`config.mk`:
```
export PLATFORM = sky130hd
export DESIGN_NAME = fib_job_scheduler
export DESIGN_NICKNAME = d
export VERILOG_FILES = /design/src/rtl/fib_job_scheduler.sv
export SDC_FILE = /design/constraint.sdc
export NUM_CORES = 1
export LEC_CHECK = 0
export CAP_MARGIN = 15
export CORE_AREA = 2 2 78 80
export DETAILED_ROUTE_END_ITERATION = 16
export DIE_AREA = 0 0 80 82
export MAX_ROUTING_LAYER = met4
export PLACE_DENSITY = 0.72
export SYNTH_ARGS = -nofsm -noshare
export SYNTH_HDL_FRONTEND = slang
export SYNTH_SLANG_ARGS = --single-unit
```
`constraint.sdc`:
```
create_clock -name clk_i -period 1.95 [get_ports clk_i]
set_input_delay 0.39 -clock clk_i [delete_from_list [all_inputs] [get_ports clk_i]]
set_output_delay 0.39 -clock clk_i [all_outputs]
set_load 0.05 [all_outputs]
```
`src/rtl/fib_job_scheduler.sv`:
```
// Round-robin front end that shares one sequential BCD Fibonacci engine between two requesters.
// It validates operands, supervises the engine with a timeout and returns a tagged valid/ready response.
module fib_job_scheduler #(
    parameter int unsigned ITER_W         = 8,
    parameter int unsigned RESULT_W       = 16,
    parameter int unsigned TIMEOUT_CYCLES = 4096
) (
    input  logic                clk_i,
    input  logic                reset_ni,
    input  logic                req0_valid_i,
    input  logic [ITER_W-1:0]   req0_iter_bcd_i,
    output logic                req0_ready_o,
    input  logic                req1_valid_i,
    input  logic [ITER_W-1:0]   req1_iter_bcd_i,
    output logic                req1_ready_o,
    input  logic                eng_busy_i,
    output logic                eng_start_o,
    output logic [ITER_W-1:0]   eng_iter_bcd_o,
    input  logic                eng_done_i,
    input  logic [RESULT_W-1:0] eng_result_bcd_i,
    output logic                rsp_valid_o,
    input  logic                rsp_ready_i,
    output logic                rsp_id_o,
    output logic [RESULT_W-1:0] rsp_result_bcd_o,
    output logic                rsp_err_o,
    output logic                rsp_timeout_o,
    output logic                busy_o
);
    localparam int unsigned      TMR_W    = $clog2(TIMEOUT_CYCLES);
    localparam logic [TMR_W-1:0] TMR_LAST = TMR_W'(TIMEOUT_CYCLES - 1);

    typedef enum logic [1:0] {IDLE, ISSUE, WAIT, RESPOND} state_e;

    state_e              state_q, state_d;
    logic                last_id_q, last_id_d;
    logic [TMR_W-1:0]    timer_q, timer_d;
    logic [ITER_W-1:0]   oper_q, oper_d;
    logic                id_q, id_d;
    logic [RESULT_W-1:0] result_q, result_d;
    logic                err_q, err_d;
    logic                to_q, to_d;

    logic                grant0, grant1, accept;
    logic [ITER_W-1:0]   sel_iter;

    function automatic logic bcd_ok(input logic [ITER_W-1:0] v);
        logic ok;
        ok = 1'b1;
        for (int unsigned i = 0; i < ITER_W / 4; i++) begin
            if (v[i*4 +: 4] > 4'd9) ok = 1'b0;
        end
        return ok;
    endfunction

    // When both requesters are valid, the one not served last wins.
    always_comb begin
        grant1 = req1_valid_i & (~req0_valid_i | ~last_id_q);
        grant0 = req0_valid_i & ~grant1;
    end

    assign req0_ready_o = reset_ni & (state_q == IDLE) & grant0;
    assign req1_ready_o = reset_ni & (state_q == IDLE) & grant1;
    assign accept       = req0_ready_o | req1_ready_o;
    assign sel_iter     = grant1 ? req1_iter_bcd_i : req0_iter_bcd_i;

    always_comb begin
        state_d        = state_q;
        last_id_d      = last_id_q;
        timer_d        = timer_q;
        oper_d         = oper_q;
        id_d           = id_q;
        result_d       = result_q;
        err_d          = err_q;
        to_d           = to_q;
        eng_start_o    = 1'b0;
        eng_iter_bcd_o = '0;
        unique case (state_q)
            IDLE: begin
                if (accept) begin
                    oper_d    = sel_iter;
                    id_d      = grant1;
                    last_id_d = grant1;
                    err_d     = 1'b0;
                    to_d      = 1'b0;
                    if (bcd_ok(sel_iter)) begin
                        state_d = ISSUE;
                    end else begin
                        err_d    = 1'b1;
                        result_d = '0;
                        state_d  = RESPOND;
                    end
                end
            end
            ISSUE: begin
                if (!eng_busy_i) begin
                    eng_start_o    = 1'b1;
                    eng_iter_bcd_o = oper_q;
                    timer_d        = '0;
                    state_d        = WAIT;
                end
            end
            WAIT: begin
                timer_d = timer_q + 1'b1;
                if (eng_done_i) begin
                    result_d = eng_result_bcd_i;
                    state_d  = RESPOND;
                end else if (timer_q == TMR_LAST) begin
                    result_d = '0;
                    to_d     = 1'b1;
                    state_d  = RESPOND;
                end
            end
            RESPOND: begin
                if (rsp_ready_i) state_d = IDLE;
            end
            default: state_d = IDLE;
        endcase
    end

    always_ff @(posedge clk_i or negedge reset_ni) begin
        if (!reset_ni) begin
            state_q   <= IDLE;
            last_id_q <= 1'b1;
            timer_q   <= '0;
            oper_q    <= '0;
            id_q      <= 1'b0;
            result_q  <= '0;
            err_q     <= 1'b0;
            to_q      <= 1'b0;
        end else begin
            state_q   <= state_d;
            last_id_q <= last_id_d;
            timer_q   <= timer_d;
            oper_q    <= oper_d;
            id_q      <= id_d;
            result_q  <= result_d;
            err_q     <= err_d;
            to_q      <= to_d;
        end
    end

    assign rsp_valid_o      = (state_q == RESPOND);
    assign busy_o           = (state_q != IDLE);
    assign rsp_id_o         = id_q;
    assign rsp_result_bcd_o = result_q;
    assign rsp_err_o        = err_q;
    assign rsp_timeout_o    = to_q;

endmodule

```
==> results_dict.tcl <==
set metrics [dict create \
    p_sw_uw 2120 \
    worst_path_max_delay_cell "clkdlybuf4s50_1" \
    synth_largest_area_cell "dfrtp_1" \
    clk_path_buf_depth 2 \
    rr_worst_depth 6 \
    synth_top_family_by_area "simple AND/OR/NAND/NOR gates" \
    finalHoldViolCount 0 \
    yosysUniqueCellTypes 37 \
    drv_slew 0 \
    synth_fa_ha_area_frac 0.0314 \
    layout-drive-gt1-share 0.257 \
    wl_um 6650 \
    slew_headroom 0.653 \
    fin_util 0.644 \
    dp.cells 409 \
    ioPinCount 71 \
    drtAntennaViolNets 0 \
    power_uw 4790 \
    crit_family "buffers and inverters" \
    numCtsBuffers 5 \
    rows 28 \
    max_cap_viol_count 0 \
    antenna_found_initial 0 \
    synth_xor_area_frac 0.0183 \
    fin_skew_ns 0.00375 \
    cp_data_required_time_ns 1.56 \
    period_share 0.997 \
    grt_pass1_vias 2190 \
    period_needed_ns 1.94 \
    grt_max_degree 39 \
    gp_congestion 0.824 \
    rsz0062_at_grt "true" \
    seq_area_um2 1050 \
    vias 2326 \
    swShare 0.442 \
    cp.buffers_inverters 3 \
    coreArea_um2 5750 \
    synthDominantCellAreaShare 0.429 \
    via_per_inst 5.42 \
    cp_max_fo 4 \
    critPathCaptureType "output pin" \
    power_density_nw_per_um2 1290 \
    worstPathArrival_ns 1.55 \
    yosysMostFrequentCell "dfrtp_1" \
    synth-simple-area-share 0.209 \
    yosysWarnings 0 \
    die_h_um 82 \
    fmax_mhz 514 \
    path_class "in2out" \
    synth_area_per_cell_um2 9.35 \
    track_usage 0.202 \
    synth-seq-cells 42 \
    hp-class "in2async" \
    multi_input_area_um2 1270 \
    clkLatencyLatePin_ns 0.30 \
    drcViolationCount 0 \
    clockRootBuffer "clkbuf_8" \
    slowest_delay_ns 0.51 \
    syn-num-nets 301 \
    hpwl_um 4400 \
    area_growth_pct 54.7 \
    total_leakage_power_uw 0.00169 \
    r2r-end "timer_q[11]" \
    clkSinkCount 42 \
    synth.cell_area_um2 2390 \
    tightest_slew_ns 0.519 \
    fin_cells 429 \
    internal_power_uw 2670 \
    setup_viol 0 \
    max-vdd-ir-drop_mv 1.01 \
    timing.hold.ws_ns 0.129 \
    drtIter0Drc 167 \
    clkTransAtPathRegs_ns 0.08 \
    synthMuxAreaShare 0.0465 \
    htreeDepth 2 \
    synthFlopType "dfrtp_1" \
    die_x_um 80 \
    syn_inst 256 \
    detail_route.wl_per_cell_um 15.5 \
    num-fill-cells 478 \
    ys_top_cells_by_area "dfrtp_1 43%, o221ai_2 6.3%, nand2_1 5.5%" \
    synth-compound-area-share 0.186 \
    yosys-top-cells-count "41 x dfrtp_1, 35 x nand2_1, 21 x inv_1, 21 x o21ai_0, 17 x nand4_1" \
    synth_edf_count 0 \
    synth-async-reset-ratio 1.00 \
    diodes 0 \
    grt_overflow 0 \
    p_comb_frac 0.572 \
    rrSetupSlack_ns 0.05 \
    critPathLaunchType "input port" \
    synth_seq_area_share 0.440 \
    r2r-start "state_q[0]" \
    die_area_um2 6560 \
    port_buffers 70 \
    firstDrtPassIters 4 \
    final_net_count 398 \
    start_util 0.417 \
    clock_power_share 0.139 \
    path_cells "clkdlybuf4s50_1 -> a21bo_1 -> buf_4 -> nor2_4 -> buf_8" \
    grt_pass1_wl_um 10100 \
    cts_tree "done" \
    pwr-share-seq 0.289 \
    status "complete, no violations" \
]
stage by stage:
step | setup WS [ns] | instance area, um^2 | setup TNS, ns
final | 0.00537 | 3700 | 0
after CTS | -0.0190 | 3570 | -0.114
after floorplan | -0.0564 | 2410 | -0.0564
after detailed placement | -0.126 | 3390 | -1.96
after global placement | -0.0889 | 3390 | -1.35
after global routing | -0.0535 | 3700 | -0.536
timing repair:
item	in CTS	in global routing
gates cloned	0	2
hold buffers	1	0
buffers inserted	5	4
setup endpoints to repair	10	23
resized for setup	6	30
endpoints found under the hold margin	3	0
pin swaps	1	9
cells by family (layout without fill, tap and decap cells):
| kind of cell | after synthesis | count (layout) |
|---|---|---|
| compound gates | 55 | 56 |
| buf+inv | 38 | 135 |
| simple gates | 99 | 99 |
| mux | 11 | 11 |
| fa+ha+maj | 6 | 6 |
| xor+xnor | 5 | 5 |
| flops | 42 | 42 |
worst max-delay path by stage:
stage	startpoint	to	slack [ns]	depth (start not counted)
3_5_place_dp	req0_valid_i	rsp_result_bcd_o[1]	-0.13	5
3_3_place_gp	req0_valid_i	req1_ready_o	-0.09	5
4_1_cts	state_q[0]	eng_iter_bcd_o[2]	-0.02	5
5_1_grt	state_q[0]	req1_ready_o	-0.05	6
6_report	req1_valid_i	req1_ready_o	0.005	5
2_1_floorplan	state_q[1]	eng_iter_bcd_o[0]	-0.06	5
final cells by class:
class,count,area share
multi-input cells,177,0.344
repair buffers,106,0.296
flip-flops and latches,42,0.284
clock buffers,8,0.0297
well taps,75,0.0253
inverters,21,0.0213
registers in the layout, indices dropped and copies added, names as in the netlist:
| register | cells |
|---|---|
| state_q | 2 |
| timer_q | 12 |
| rsp_timeout_o | 1 |
| rsp_err_o | 1 |
| oper_q | 8 |
| last_id_q | 1 |
| rsp_result_bcd_o | 16 |
| rsp_id_o | 1 |
power groups by stage:
| stage | logic, uW | registers, uW | clock network [uW] |
|---|---|---|---|
| after floorplan | 1130 | 1800 | 0 |
| after CTS | 2570 | 1370 | 675 |
| after global routing | 2950 | 1420 | 716 |
| final | 2740 | 1390 | 665 |
| after detailed placement | 2490 | 1370 | 0 |
| after global placement | 2440 | 1370 | 0 |
routing by layer:
| layer | vias up | track usage | routed length, um |
|---|---|---|---|
| met5 | - | - | 0 |
| met4 | 0 | 0.0644 | 74 |
| met3 | 7 | 0.0374 | 286 |
| met2 | 64 | 0.311 | 3200 |
| met1 | 1145 | 0.273 | 3090 |
| li1 | 1110 | - | - |
cell usage in the layout (no fill, tap or decap), types with 2 or more instances in the layout:
master	netlist	routed
or3_1	6	5
nor2b_1	3	2
and2_4	0	8
buf_4	0	33
nand4_1	17	17
nand3_1	9	9
dlymetal6s2s_1	0	4
inv_1	21	19
xnor2_1	5	5
and4_1	2	2
inv_2	0	2
buf_6	3	5
nor2_4	0	2
mux2i_1	10	10
ha_1	6	4
clkbuf_8	0	8
a21oi_1	7	6
nand2_1	35	35
buf_12	0	10
and3_1	2	2
dfrtp_1	41	41
nor2_1	11	9
o21ai_0	21	21
o221ai_2	10	10
o221ai_1	6	6
nor4_1	3	3
clkdlybuf4s50_1	0	51
ha_4	0	2
worst register-to-register path, stage by stage (launching register included):
cell and delay, ns:
dfrtp_1 0.44, ha_4 0.19, buf_4 0.13, and2_1 0.18
or3_4 0.42, or3_1 0.33, a21oi_2 0.14
(Power assumes the default switching activity.)
